## src/rtl/video_timing_detector.sv

```systemverilog
// rtl/video_timing_detector.sv - measures incoming video geometry, declares lock, emits aligned pixel coordinates; optional VIDEO_CHECKSUM_EN frame checksum
module video_timing_detector #(
  parameter int SYNC_ACTIVE_HIGH = 1,
  parameter int LOCK_FRAMES      = 2
) (
  input  logic        pixel_clock,
  input  logic        reset_n,
  input  logic        data_enable,
  input  logic        horz_sync,
  input  logic        vert_sync,
  input  logic [7:0]  red,
  input  logic [7:0]  green,
  input  logic [7:0]  blue,
  output logic [11:0] h_total,
  output logic [11:0] h_active,
  output logic [11:0] v_total,
  output logic [11:0] v_active,
  output logic        locked,
  output logic        frame_start,
  output logic        pixel_valid,
  output logic [11:0] pixel_x,
  output logic [11:0] pixel_y,
  output logic [7:0]  pixel_red,
  output logic [7:0]  pixel_green,
  output logic [7:0]  pixel_blue,
  output logic [31:0] frame_checksum
);
  localparam logic        SYNC_INV = (SYNC_ACTIVE_HIGH == 0);
  localparam logic [4:0]  LOCK_N   = 5'(LOCK_FRAMES);
  localparam logic [11:0] CNT_MAX  = 12'hFFF;

  typedef enum logic [1:0] {ST_UNLOCKED, ST_CHECKING, ST_LOCKED} state_t;

  // stage word layout: {de, hsync, vsync, red, green, blue}
  logic [26:0] a_q, a_d, b_q, b_d;
  logic [11:0] line_cnt_q, line_cnt_d, len_q, len_d, de_cnt_q, de_cnt_d, wid_q, wid_d;
  logic [11:0] lines_q, lines_d, act_q, act_d, x_q, x_d, y_q, y_d;
  logic        len_vld_q, len_vld_d, wid_vld_q, wid_vld_d, bad_q, bad_d, armed_q, armed_d;
  logic [47:0] cand_q, cand_d, prev_q, prev_d, geom_q, geom_d;
  logic        cand_vld_q, cand_vld_d, cand_ok_q, cand_ok_d, fs_q, fs_d;
  state_t      state_q, state_d;
  logic [3:0]  match_q, match_d;
  logic        load_geom;
  logic        a_de, b_de, hs_lead, vs_lead, de_rise, de_fall, sat;
  logic [11:0] line_len;
  logic [47:0] tuple;

  assign a_de    = a_q[26];
  assign b_de    = b_q[26];
  assign hs_lead = (a_q[25] ^ SYNC_INV) & ~(b_q[25] ^ SYNC_INV);
  assign vs_lead = (a_q[24] ^ SYNC_INV) & ~(b_q[24] ^ SYNC_INV);
  assign de_rise = a_de & ~b_de;
  assign de_fall = ~a_de & b_de;
  assign sat     = (line_cnt_q == CNT_MAX);

  // Two-stage input pipeline; stage B is the delayed pixel output
  always_comb begin
    a_d = {data_enable, horz_sync, vert_sync, red, green, blue};
    b_d = a_q;
  end

  // Line/frame measurement, candidate formation and coordinate tracking
  always_comb begin
    line_len   = line_cnt_q + 12'd1;
    line_cnt_d = hs_lead ? 12'd0 : (sat ? CNT_MAX : line_len);
    de_cnt_d   = de_cnt_q;
    if (de_rise)                            de_cnt_d = 12'd1;
    else if (a_de && de_cnt_q != CNT_MAX)   de_cnt_d = de_cnt_q + 12'd1;
    len_d = len_q; len_vld_d = len_vld_q; wid_d = wid_q; wid_vld_d = wid_vld_q; bad_d = bad_q;
    if (hs_lead) begin
      if (!len_vld_q) begin len_d = line_len; len_vld_d = 1'b1; end
      else if (line_len != len_q) bad_d = 1'b1;
    end
    if (de_fall) begin
      if (!wid_vld_q) begin wid_d = de_cnt_q; wid_vld_d = 1'b1; end
      else if (de_cnt_q != wid_q) bad_d = 1'b1;
    end
    lines_d = lines_q + {11'd0, hs_lead};
    act_d   = act_q + {11'd0, de_fall};
    // the tuple includes a line ending on the same cycle as the frame
    tuple      = {len_d, wid_d, lines_d, act_d};
    cand_d     = cand_q;
    prev_d     = prev_q;
    cand_ok_d  = cand_ok_q;
    armed_d    = armed_q;
    cand_vld_d = 1'b0;
    if (vs_lead) begin
      cand_vld_d = armed_q;
      armed_d    = 1'b1;
      if (armed_q) begin
        cand_d    = tuple;
        cand_ok_d = (tuple == prev_q) && !bad_d;
        prev_d    = tuple;
      end
      len_vld_d = 1'b0; wid_vld_d = 1'b0; bad_d = 1'b0; lines_d = 12'd0; act_d = 12'd0;
    end
    fs_d = vs_lead;
    x_d  = x_q;
    if (a_de) x_d = de_rise ? 12'd0 : x_q + 12'd1;
    y_d  = y_q;
    if (vs_lead)      y_d = 12'd0;
    else if (de_fall) y_d = y_q + 12'd1;
  end

  // Datapath registers
  always_ff @(posedge pixel_clock or negedge reset_n) begin
    if (!reset_n) begin
      a_q <= '0; b_q <= '0; line_cnt_q <= '0; len_q <= '0; de_cnt_q <= '0; wid_q <= '0;
      lines_q <= '0; act_q <= '0; x_q <= '0; y_q <= '0; len_vld_q <= 1'b0; wid_vld_q <= 1'b0;
      bad_q <= 1'b0; armed_q <= 1'b0; cand_q <= '0; prev_q <= '0; geom_q <= '0;
      cand_vld_q <= 1'b0; cand_ok_q <= 1'b0; fs_q <= 1'b0;
    end else begin
      a_q <= a_d; b_q <= b_d; line_cnt_q <= line_cnt_d; len_q <= len_d; de_cnt_q <= de_cnt_d;
      wid_q <= wid_d; lines_q <= lines_d; act_q <= act_d; x_q <= x_d; y_q <= y_d;
      len_vld_q <= len_vld_d; wid_vld_q <= wid_vld_d; bad_q <= bad_d; armed_q <= armed_d;
      cand_q <= cand_d; prev_q <= prev_d; geom_q <= geom_d;
      cand_vld_q <= cand_vld_d; cand_ok_q <= cand_ok_d; fs_q <= fs_d;
    end
  end

  // Lock FSM state register
  always_ff @(posedge pixel_clock or negedge reset_n) begin
    if (!reset_n) begin
      state_q <= ST_UNLOCKED;
      match_q <= 4'd0;
    end else begin
      state_q <= state_d;
      match_q <= match_d;
    end
  end

  // Lock FSM next state; a stalled line counter overrides everything
  always_comb begin
    state_d = state_q;
    match_d = match_q;
    if (sat) begin
      state_d = ST_UNLOCKED;
      match_d = 4'd0;
    end else if (cand_vld_q) begin
      case (state_q)
        ST_UNLOCKED: begin state_d = ST_CHECKING; match_d = 4'd0; end
        ST_CHECKING: begin
          if (!cand_ok_q) match_d = 4'd0;
          else if ({1'b0, match_q} + 5'd1 >= LOCK_N) begin state_d = ST_LOCKED; match_d = 4'd0; end
          else match_d = match_q + 4'd1;
        end
        ST_LOCKED: if (!cand_ok_q) begin state_d = ST_CHECKING; match_d = 4'd0; end
        default: begin state_d = ST_UNLOCKED; match_d = 4'd0; end
      endcase
    end
  end

  // Lock FSM outputs; geometry is captured only on entry to LOCKED
  always_comb begin
    locked    = (state_q == ST_LOCKED);
    load_geom = (state_q != ST_LOCKED) && (state_d == ST_LOCKED);
    geom_d    = load_geom ? cand_q : geom_q;
  end

  assign {h_total, h_active, v_total, v_active} = geom_q;
  assign frame_start = fs_q;
  assign pixel_valid = b_de;
  assign pixel_x     = x_q;
  assign pixel_y     = y_q;
  assign {pixel_red, pixel_green, pixel_blue} = b_q[23:0];

`ifdef VIDEO_CHECKSUM_EN
  logic [31:0] acc_q, acc_d, csum_q, csum_d, acc_sum;

  // Per-frame pixel sum, latched and cleared at each frame boundary
  always_comb begin
    acc_sum = acc_q + (a_de ? {8'h00, a_q[23:0]} : 32'h0);
    acc_d   = vs_lead ? 32'h0 : acc_sum;
    csum_d  = vs_lead ? acc_sum : csum_q;
  end

  // Checksum registers
  always_ff @(posedge pixel_clock or negedge reset_n) begin
    if (!reset_n) begin
      acc_q  <= 32'h0;
      csum_q <= 32'h0;
    end else begin
      acc_q  <= acc_d;
      csum_q <= csum_d;
    end
  end

  assign frame_checksum = csum_q;
`else
  assign frame_checksum = 32'h0;
`endif
endmodule

```

## config.mk

```make
export PLATFORM = sky130hd
export DESIGN_NAME = video_timing_detector
export DESIGN_NICKNAME = d
export VERILOG_FILES = /design/src/rtl/video_timing_detector.sv
export SDC_FILE = /design/constraint.sdc
export NUM_CORES = 1
export LEC_CHECK = 0
export BUFFER_PORTS_ARGS = -buffer_cell sky130_fd_sc_hd__buf_2
export CORE_MARGIN = 2
export CORE_UTILIZATION = 50
export DETAILED_ROUTE_END_ITERATION = 10
export PLACE_DENSITY = 0.82
export SLEW_MARGIN = 0
export SYNTH_ARGS = -nofsm -noshare
export SYNTH_HDL_FRONTEND = slang
export SYNTH_SLANG_ARGS = --single-unit
export TNS_END_PERCENT = 30
```

## constraint.sdc

```tcl
create_clock -name pixel_clock -period 8.6 [get_ports pixel_clock]
set_input_delay 1.29 -clock pixel_clock [delete_from_list [all_inputs] [get_ports pixel_clock]]
set_output_delay 1.29 -clock pixel_clock [all_outputs]
set_load 0.03 [all_outputs]
```

# --- After elaboration in Yosys (flattened, before gate mapping) ---
# Index checks and enable logic that the tools add are counted.
totals:
  register_bits: 259
  elab_cells: 96
op_classes:
  eq_ne: 10
  add_sub_neg: 8
  magnitude_cmp: 1
  n_reduce_logical: 11
  n_mux: 37
  n_bitwise: 8
op_table:
  columns: ["operator", "n"]
  rows:
  - ["$mux W12", 13]
  - ["$add A12 B1 Y12 const B", 4]
  - ["$eq A48 B48 Y1", 1]
  - ["$add A12 B1 Y12", 2]
  - ["$ne A12 B12 Y1", 2]
  - ["$mux W4", 5]
  - ["$eq A12 B12 Y1 const B", 1]
  - ["$mux W1", 12]
  - ["$ne A12 B12 Y1 const B", 1]
  - ["$mux W2", 5]
  - ["$pmux W4 S2", 1]
  - ["$reduce_bool A2 Y1", 4]
  - ["$pmux W2 S3", 1]
  - ["$add A4 B1 Y5 const B", 1]
  - ["$ge A5 B2 Y1 const B", 1]
  - ["$add A4 B1 Y4 const B", 1]
  - ["$and A1 B1 Y1", 4]
  - ["$eq A2 B2 Y1 const B", 2]
  - ["$not A1 Y1", 4]
  - ["$reduce_and A2 Y1", 2]
  - ["$logic_and A1 B1 Y1", 3]
  - ["$ne A3 B2 Y1 const B", 1]
  - ["$eq A2 B1 Y1 const B", 1]
  - ["$logic_not A2 Y1", 1]
  - ["other kinds (2)", 2]

# --- Longest topological paths before layout ---
# Gate-level depths: netlist of run 1.
logic_depth:
  word_depth: 10
  depth_mapped: 13
  depth_no_buf: 11

# --- Worst setup path before layout of run 1 ---
# OpenSTA, ideal clock, no wires.
synth_timing:
  kind: "register to register"
  startpoint: "register b_q[26]"
  endpoint: "register cand_ok_q"
  slack_ps: 5392
  period_less_slack_ps: 3208
  path_buffers: 2
  t_arrival_ps: 3141
  path_stages_with_launch: 14
  required_time_ps: 8532
  cell_sequence: "dfrtp_1 -> buf_4 -> nor2b_1 -> clkbuf_1 -> ha_1 -> ha_1 -> and4_1 -> nand2_1 -> xor2_1 -> a22oi_1 -> nand4_1 -> or4_1 -> nor4_1 -> a32o_1"
synth_via:
  elab_chain_len: 4
  word_cells_on_any_way: 7
  cone_classes: "1 x add/sub; 1 x eq/ne; 2 x mux; 1 x bitwise; 2 x reduce/logical"
synth_rtl:
  columns: ["element", "line", "text"]
  rows:
  - ["start, declared", "35", "logic [26:0] a_q, a_d, b_q, b_d;"]
  - ["start signal, assigned", "108", "a_q <= '0; b_q <= '0; line_cnt_q <= '0; len_q <= '0; de_cnt_q <= '0; wid_q <= '0;"]
  - ["start signal, assigned", "113", "a_q <= a_d; b_q <= b_d; line_cnt_q <= line_cnt_d; len_q <= len_d; de_cnt_q <= de_cnt_d;"]
  - ["$and A1 B1 Y1 *", "53", "assign de_fall = ~a_de & b_de;"]
  - ["$add A12 B1 Y12 (tied with other cells)", "79", "act_d = act_q + {11'd0, de_fall};"]
  - ["$eq A48 B48 Y1 or $logic_not A1 Y1 (tied branches)", "92", "cand_ok_d = (tuple == prev_q) && !bad_d;"]
  - ["$logic_and A1 B1 Y1 *", "92", null]
  - ["end signal, assigned", "117", "cand_vld_q <= cand_vld_d; cand_ok_q <= cand_ok_d; fs_q <= fs_d;"]
  - ["end, declared", "40", "logic cand_vld_q, cand_vld_d, cand_ok_q, cand_ok_d, fs_q, fs_d;"]
# Every way passes the cells marked *; elsewhere a longest branch is shown, timed or not.
# A chain may end at the register's enable or synchronous reset.

# --- Worst setup path in the final report of run 1 ---
layout_timing:
  startpoint: "register a_q[26]"
  endpoint: "register cand_ok_q"
layout_via:
  elab_chain_len: 5
  word_cells_on_any_way: 8
  cone_classes: "1 x add/sub; 1 x eq/ne; 2 x mux; 2 x bitwise; 2 x reduce/logical"
layout_rtl:
  columns: ["element", "line"]
  rows:
  - ["start, declared", "35"]
  - ["start signal, assigned", "108"]
  - ["start signal, assigned", "113"]
  - ["$not A1 Y1 *", "53"]
  - ["$and A1 B1 Y1 *", "53"]
  - ["$add A12 B1 Y12 (tied with other cells)", "79"]
  - ["$eq A48 B48 Y1 or $logic_not A1 Y1 (tied branches)", "92"]
  - ["$logic_and A1 B1 Y1 *", "92"]
# Marked as above.

==> reports/metrics.yaml, run 1 <==
outcome: "finished, final reports clean"
fin_crit_ns: 3.547
synth_xor_area_share_pct: 9.262
leakagePower_nw: 6.404
clk_latency_ns: 0.53
grtUsageTotal_pct: 20.41
path_buf_inv: 0
setup-violations-final: 0
cts_buffers: 27
root_buffer: "clkbuf_16"
synth_area_sq_um: 11590
synth_cells: 1056
clockBufferDepth: 3
max_clock_freq_mhz: 282.0
hold_class: "reg2reg"
worstSetupStartpointType: "flop"
cp_slowest_stage_delay_ns: 0.56
die_w_um: 156.3
seqPwrFrac_pct: 46.4
critPathKind: "reg2reg"
htreeDepth: 1
grt_first_pass_wirelength_um: 40070
io_buffers: 127
area_delta_synth_final_pct: 13.41
finalHoldViolCount: 0
slew_violations: 0
grt_overflow: 0
antenna_cells: 0
crit_chain: "nor2b_1 -> ha_1 -> ha_1 -> and4_1 -> nand2_1 -> xor2_1 -> a22oi_1 -> nand4_1 -> or4_1 -> nor4_1 -> a32o_1"
crit_path_end_kind: "flop"
io_pins: 160
core_area_sq_um: 22710
final-instance-count-excl-fill: 1461
synth_warnings: 0
yosysUniqueCellTypes: 63
hold_depth: 0
drive_gt1_share_pct: 21.60
power_frac_comb_pct: 12.7
drtIter0Drc: 566
r2r_setup_slack_ns: 5.05
p_int_w: 0.002174
reg2reg_depth: 11
synth_edf_count: 0
dpl.cell_count: 1411
design_area_sq_um: 13150
crit_family: "simple AND/OR/NAND/NOR gates"
ir_worst_vdd_v: 0.0001205
rsz0062_at_grt: "no"
crit_fanout: 17
grt_pass1_vias: 7591
synth_compound_area_share_pct: 7.869
ys_seq_area_share_pct: 55.92
die_h_um: 156.3
p_sw_share_pct: 26.35
initial_core_util_pct: 51.04
grt_max_degree: 138
p_sw_w: 0.0007776
wire_per_inst_um: 16.81
async_reset_ff_share_pct: 100.0
arrival_ns: 4.01
routed_wl_um: 24570
tightest_slew_ns: 0.9407
vias: 7881
rows: 55
cap_violations: 0
crit_top_cell: "ha_1"
post-route-period-util_pct: 41.24
nets: 1194
crit_slowest_cell: "dfrtp_1"
yosys.area_share.simple_pct: 12.90
antenna_found_initial: 0
skew_ns: 0.008774
worstPathRequired_ns: 9.07
p_per_area_nw_per_um2: 224.5
synthAdderAreaFrac_pct: 1.079
drt-vias-per-instance: 5.394
placed_area_sq_um: 12210
die_area_sq_um: 24420
postRouteAntennaNets: 0
tns_ns: 0
synth_top_family_by_area: "simple AND/OR/NAND/NOR gates"
cts.repair.resized: 0
synth_ff_type: "dfrtp_1"
drc_errors: 0
drt_first_pass_iters: 5
worst-path-stages: 11
place_congestion: 0.8875
synth-seq-cells: 259
dp.final_hpwl_um: 16970
multi_input_area_sq_um: 4494
cts.sinks: 259
cts_tree: "yes"
syn_avg_cell_area_sq_um: 10.98
n_fill_cell: 1896
relSlewSlack_pct: 37.28
cts_setup_buffers: 0
p_clk_share_pct: 40.9
hold_buffers: 0
clk_pin_slew_worst_paths_ns: 0.06
muxShareOfSynthArea_pct: 6.541
seq_area_sq_um: 6481
## final timing paths
path,from,to
hold reg to reg,a_q[9]$_DFF_PN0_,b_q[9]$_DFF_PN0_
setup reg to reg,a_q[26]$_DFF_PN0_,cand_ok_q$_DFFE_PN0P_
min in group asynchronous,reset_n,geom_q[10]$_DFFE_PN0P_
max in group asynchronous,reset_n,b_q[12]$_DFF_PN0_
setup / recovery,a_q[26]$_DFF_PN0_,cand_ok_q$_DFFE_PN0P_
hold / removal,a_q[9]$_DFF_PN0_,b_q[9]$_DFF_PN0_
## layer usage
| metal | wire [um] | part of all wire [%] | GRT usage [%] | up-vias |
|---|---|---|---|---|
| met5 | 0 | 0 | 0 | - |
| met3 | 1647 | 6.7 | 3.905 | 44 |
| met1 | 11200 | 46 | 29.21 | 3848 |
| met2 | 11060 | 45 | 32.16 | 276 |
| li1 | - | - | - | 3713 |
| met4 | 653 | 2.7 | 5.461 | 0 |
## area by class of cell
cell class | instances | share of cell area [%]
sequential | 259 | 49.31
tap | 285 | 2.713
multi-input combinational | 692 | 34.19
clock buffer | 41 | 6.149
inverter | 38 | 1.085
clock inverter | 9 | 0.9804
timing repair buffer | 137 | 5.578
## synth_stat cells, types with 3 or more instances
library cell,number,area [sq um]
a211oi_1,4,30.03
a21oi_1,26,130.1
a221o_1,3,30.03
a222oi_1,3,30.03
a311oi_1,4,35.03
a31oi_1,7,43.79
and2_1,5,31.28
and3_1,10,62.56
and4_1,7,61.31
buf_1,3,11.26
buf_2,8,40.04
buf_4,57,427.9
clkbuf_1,29,108.9
dfrtp_1,259,6481
ha_1,10,125.1
inv_1,37,138.9
mux2_2,62,698.2
mux2i_1,6,60.06
nand2_1,115,431.7
nand2b_1,4,25.02
nand3_1,26,130.1
nand3b_1,4,30.03
nand4_1,14,87.58
nor2_1,80,300.3
nor2b_1,9,56.30
nor3_1,10,50.05
nor3b_1,4,30.03
nor4_1,10,62.56
o211ai_1,6,45.04
o21ai_0,60,300.3
o22ai_1,8,50.05
o2bb2ai_1,4,35.03
or3_1,6,37.54
or4_1,4,30.03
xnor2_1,59,516.8
xor2_1,61,534.3
## power groups by stage
stage	Combinational [W]	Sequential, W	Clock, W
detailed placement	0.000373	0.00139	0
global placement	0.000369	0.00139	0
floorplan	0.000275	0.00137	0
finish	0.000375	0.00137	0.00121
CTS	0.000375	0.00137	0.00123
global route	0.000414	0.00138	0.00128
## cell families (layout without fill, tap and decap cells)
group / count (synthesis) / count (layout)
DFF: 259 / 259
xor gates and xnor gates: 121 / 121
buffers and inverters: 136 / 225
adders and majority gates: 10 / 10
muxes: 68 / 68
and+or+nand+nor: 315 / 315
other: 1 / 32
AOI/OAI and AO/OA: 146 / 146
## layout by cell type (no fill, tap or decap), drive strengths merged, types with 3 or more instances in the layout
| cell type | count |
|---|---|
| o21ai | 62 |
| and4 | 7 |
| nor2 | 81 |
| a211oi | 4 |
| a21oi | 26 |
| nor3b | 5 |
| nand3 | 27 |
| a311oi | 4 |
| dfrtp | 259 |
| xor2 | 61 |
| a221o | 3 |
| bufinv | 3 |
| buf | 137 |
| o22ai | 8 |
| nor3 | 10 |
| nand3b | 4 |
| or4 | 4 |
| a31oi | 7 |
| nand2b | 4 |
| o2bb2ai | 4 |
| xnor2 | 59 |
| o211ai | 6 |
| and3 | 10 |
| mux2 | 62 |
| nor2b | 9 |
| and2 | 5 |
| clkbuf | 41 |
| nand2 | 115 |
| nand4 | 15 |
| ha | 10 |
| clkinv | 4 |
| conb | 32 |
| or3 | 6 |
| mux2i | 6 |
| inv | 38 |
| a222oi | 3 |
| nor4 | 10 |
## sequential cells by signal (all words and copies together) (netlist names), 2 cells and up
name        cells
act_q          12
geom_q         48
match_q         4
line_cnt_q     12
pixel_y        12
state_q         2
a_q            27
pixel_x        12
prev_q         48
wid_q          12
lines_q        12
de_cnt_q       12
len_q          12
b_q            27
## worst register-to-register path: cells and delay by family, from the launching register on
family          cells  cell delay [ns]
compound gates      2             0.40
xor+xnor            1             0.18
fa+ha+maj           2             0.50
flops               1             0.56
simple gates        6             1.85
## metrics by stage
stage | util (%) | total power (W) | setup slack (ns) | hold slack, ns
finish | 57.88 | 0.002952 | 5.053 | 0.3447
global placement | 53.76 | 0.001756 | 5.129 | 0.3315
floorplan | - | 0.001648 | 5.392 | 0.3312
CTS | 57.88 | 0.002977 | 5.033 | 0.3489
detailed placement | 53.76 | 0.001763 | 5.046 | 0.3347
global route | 57.88 | 0.003074 | 4.739 | 0.3555
Power figures use the tool's default switching activity.
==> inputs of run 2 (changes only) <==
- clock period: 8.6 -> 3.6 ns (I/O delays scaled with it)
==> run 2 against run 1 <==
- design area rose by 1.2%
- routed wire length rose by 2.4%
- final cell count rose by 0.55%
- sequential share of layout area fell by 0.59 points
- setup slack got worse by 4.7 ns
- sequential power rose by 140%
- global-route usage rose by 0.43 points
- power rose by 150%
- maximum frequency rose by 9.4%
- critical path type unchanged
==> reports/metrics.yaml, run 2 (synthesis gave the netlist of run 1 again) <==
leakagePower_nw: 6.493
fin_crit_ns: 3.241
clk_pin_slew_worst_paths_ns: 0.06
drt-vias-per-instance: 5.342
crit_fanout: 13
crit_family: "simple AND/OR/NAND/NOR gates"
tns_ns: 0
place_congestion: 0.9285
tightest_slew_ns: 0.6887
relSlewSlack_pct: 53.73
cap_violations: 0
cp_slowest_stage_delay_ns: 0.62
crit_slowest_cell: "nor3b_4"
cts_tree: "yes"
largestRegisters: "geom_q (48), prev_q (48)"
clk_latency_ns: 0.54
grt_overflow: 0
worstPathRequired_ns: 4.08
hold_class: "in2async"
vias: 7848
drtIter0Drc: 553
r2r-start: "a_q[26]$_DFF_PN0_"
crit_path_end_kind: "flop"
grt_first_pass_wirelength_um: 40990
die_h_um: 156.3
reg2reg_depth: 8
worstSetupStartpointType: "flop"
finalHoldViolCount: 0
arrival_ns: 3.72
grt_pass1_vias: 7787
initial_core_util_pct: 51.04
routed_wl_um: 25150
cts_buffers: 28
cts.sinks: 259
nets: 1202
n_fill_cell: 1866
drc_errors: 0
clockBufferDepth: 3
skew_ns: 0.01794
layout_common_cells: "dfrtp_1 (259), buf_2 (126), nand2_1 (114)"
antenna_cells: 0
multi_input_area_sq_um: 4494
seq_area_sq_um: 6481
core_area_sq_um: 22710
cts_setup_buffers: 0
drt_first_pass_iters: 4
ir_worst_vdd_v: 0.0003926
io_pins: 160
grt_max_degree: 90
hold_buffers: 0
area_delta_synth_final_pct: 14.79
wire_per_inst_um: 17.12
root_buffer: "clkbuf_16"
cp-startpoint: "a_q[26]$_DFF_PN0_"
path_buf_inv: 0
finalWorstSetupSlack_ns: 0.3593
die_area_sq_um: 24420
max_clock_freq_mhz: 308.6
outcome: "finished, final reports clean"
slew_violations: 0
cts.repair.resized: 0
grtUsageTotal_pct: 20.85
crit_chain: "nor3b_4 -> mux2_2 -> xnor2_1 -> and4_1 -> nand4_1 -> or4_1 -> nor4_1 -> a32o_1"
rsz0062_at_grt: "no"
p_per_area_nw_per_um2: 549.5
drive_gt1_share_pct: 22.38
postRouteAntennaNets: 0
dp_slack_ns: 0.4837
dp.final_hpwl_um: 17380
die_w_um: 156.3
setup-violations-final: 0
io_buffers: 127
critPathKind: "reg2reg"
htreeDepth: 1
post-route-period-util_pct: 90.02
worst-path-stages: 8
rows: 55
layout_commonest_cell: "dfrtp_1"
antenna_found_initial: 0
## run 2: layer usage
layer  GRT usage, %  vias up  routed length, um  share of wire (%)
met5              0        -                  0                  0
met4          5.068        0                522                2.1
met3          4.209       42               1602                6.4
met2          33.23      260              11740                 47
met1          29.54     3830              11280                 45
li1               -     3716                  -                  -
## run 2: path summary, 6_finish.rpt
path / slack [ns] / end
setup / recovery: 0.36 / cand_ok_q$_DFFE_PN0P_
hold / removal: 0.01 / geom_q[9]$_DFFE_PN0P_
setup reg to reg: 0.36 / cand_ok_q$_DFFE_PN0P_
hold reg to reg: 0.35 / b_q[3]$_DFF_PN0_
max in group asynchronous: 2.64 / wid_q[10]$_DFF_PN0_
min in group pixel_clock: 0.10 / a_q[26]$_DFF_PN0_
## run 2: area by class of cell
class | instances | share of cell area, %
tap | 285 | 2.680
clock inverter | 14 | 1.787
multi-input combinational | 692 | 33.78
timing repair buffer | 144 | 6.000
inverter | 38 | 1.072
sequential | 259 | 48.71
clock buffer | 37 | 5.971
## run 2: where the power goes
part / internal, W / switching [W] / total (W)
clock: 0.00198 / 0.00115 / 0.00313
combinational: 0.000356 / 0.000549 / 0.000904
sequential: 0.00308 / 0.000194 / 0.00328
total: 0.00542 / 0.00189 / 0.00731
## run 2: metrics by stage
step	power, W	instance area [sq um]	hold WS, ns	instances	utilization (%)
floorplan	0.003938	11710	0.2444	1087	-
global placement	0.004202	12270	0.3316	1418	54.04
detailed placement	0.004218	12270	0.3347	1418	54.04
CTS	0.007379	13310	0.03355	1469	58.59
global route	0.007631	13310	0.04566	1469	58.59
finish	0.007311	13310	0.01445	1469	58.59
==> inputs of run 3 (changes only) <==
- PLACE_DENSITY: 0.82 -> 0.71
==> run 3 against run 2 <==
- routed wire length shrank 2.5%
- sequential share of layout area is 0.42 points higher
- non-clock buffer count up 2
- power is 4.6% lower
- final cell count fell by 0.14%
- clock power is 10% lower
- design area down 0.86%
- utilization down 0.50 points
- die area is the same
- global-route usage is 0.72 points lower
- critical endpoint unchanged
- largest power group unchanged
==> reports/metrics.yaml, run 3 (synthesis gave the netlist of run 1 again) <==
fin_crit_ns: 3.189
grt_overflow: 0
cts.repair.resized: 0
skew_ns: 0.009025
htreeDepth: 1
clockBufferDepth: 3
tns_ns: 0
rsz0062_at_grt: "no"
worstSetupStartpointType: "flop"
drc_errors: 0
postRouteAntennaNets: 0
clk_latency_ns: 0.53
clk_pin_slew_worst_paths_ns: 0.06
root_buffer: "clkbuf_16"
grtUsageTotal_pct: 20.13
cts.sinks: 259
hold_buffers: 0
hold_class: "in2async"
post-route-period-util_pct: 88.59
die_w_um: 156.3
worstPathRequired_ns: 4.06
io_buffers: 127
cts_buffers: 27
reg2reg_depth: 8
vias: 7772
dp.final_hpwl_um: 17280
io_pins: 160
drtIter0Drc: 593
wire_per_inst_um: 16.72
antenna_found_initial: 0
area_delta_synth_final_pct: 13.81
layout_common_cells: "dfrtp_1 (259), buf_2 (126), nand2_1 (114)"
crit_fanout: 11
finalHoldViolCount: 0
leakagePower_nw: 6.446
cap_violations: 0
antenna_cells: 0
drive_gt1_share_pct: 22.50
initial_core_util_pct: 51.04
outcome: "finished, final reports clean"
die_area_sq_um: 24420
p_per_area_nw_per_um2: 528.7
die_h_um: 156.3
slew_violations: 0
cts_setup_buffers: 0
critPathKind: "reg2reg"
grt_first_pass_wirelength_um: 39330
n_fill_cell: 1921
crit_path_end_kind: "flop"
cts_tree: "yes"
ir_worst_vdd_v: 0.0004431
routed_wl_um: 24520
grt_pass1_vias: 7310
tightest_slew_ns: 0.7704
relSlewSlack_pct: 48.64
arrival_ns: 3.65
setup-violations-final: 0
max_clock_freq_mhz: 313.6
drt-vias-per-instance: 5.298
grt_max_degree: 95
core_area_sq_um: 22710
finalPower_w: 0.006975
place_congestion: 0.9102
drt_first_pass_iters: 5
largestRegisters: "geom_q (48), prev_q (48)"
rows: 55
nets: 1203
layout_commonest_cell: "dfrtp_1"
==> run 3: path summary, 6_finish.rpt <==
path	start	end	slack [ns]
max reg2reg	b_q[26]$_DFF_PN0_	cand_ok_q$_DFFE_PN0P_	0.41
min	reset_n	b_q[14]$_DFF_PN0_	0.006
min reg2reg	a_q[13]$_DFF_PN0_	b_q[13]$_DFF_PN0_	0.34
min in group pixel_clock	red[0]	a_q[16]$_DFF_PN0_	0.12
max	b_q[26]$_DFF_PN0_	cand_ok_q$_DFFE_PN0P_	0.41
max in group asynchronous	reset_n	a_q[7]$_DFF_PN0_	2.63
==> run 3: cell type report <==
class / count / area, sq um / area share, %
clock inverters: 15 / 158.9 / 1.205
repair buffers: 146 / 813.3 / 6.165
multi-input cells: 692 / 4494 / 34.07
well taps: 285 / 356.6 / 2.703
clock buffers: 32 / 744.5 / 5.644
flip-flops and latches: 259 / 6481 / 49.13
inverters: 38 / 142.6 / 1.081
==> run 3: per-layer routing <==
metal	wire length [um]	share of wire [%]	vias to the layer above	global-route usage (%)
met1	11480	47	3806	29.84
met5	0	0	-	0
met4	362	1.5	0	4.587
met3	1460	6.0	30	3.683
li1	-	-	3721	-
met2	11220	46	215	31.05
==> run 3: where the power goes <==
part	internal (W)	total (W)	switching (W)
registers	0.00308	0.00327	0.000187
logic	0.000357	0.000896	0.000539
clock network	0.00168	0.00281	0.00113
==> run 3: worst max-delay path, stage by stage (launching register included) <==
cell and delay, ns:
dfrtp_1 0.51, nor3b_4 0.49, mux2i_1 0.51, xnor2_1 0.12, a211oi_1 0.33, o211ai_1 0.20
or4_1 0.44, nor4_1 0.31, a32o_1 0.20
==> run 3: stage by stage <==
step / instances / setup WS [ns] / hold WS (ns) / util [%] / cell area (sq um)
3_5_place_dp: 1420 / 0.4318 / 0.3347 / 54.11 / 12290
3_3_place_gp: 1420 / 0.4461 / 0.3314 / 54.11 / 12290
6_report: 1467 / 0.4107 / 0.005766 / 58.09 / 13190
5_1_grt: 1467 / 0.06824 / 0.06675 / 58.09 / 13190
4_1_cts: 1467 / 0.4123 / 0.06660 / 58.09 / 13190
2_1_floorplan: 1087 / 0.3917 / 0.2444 / - / 11710
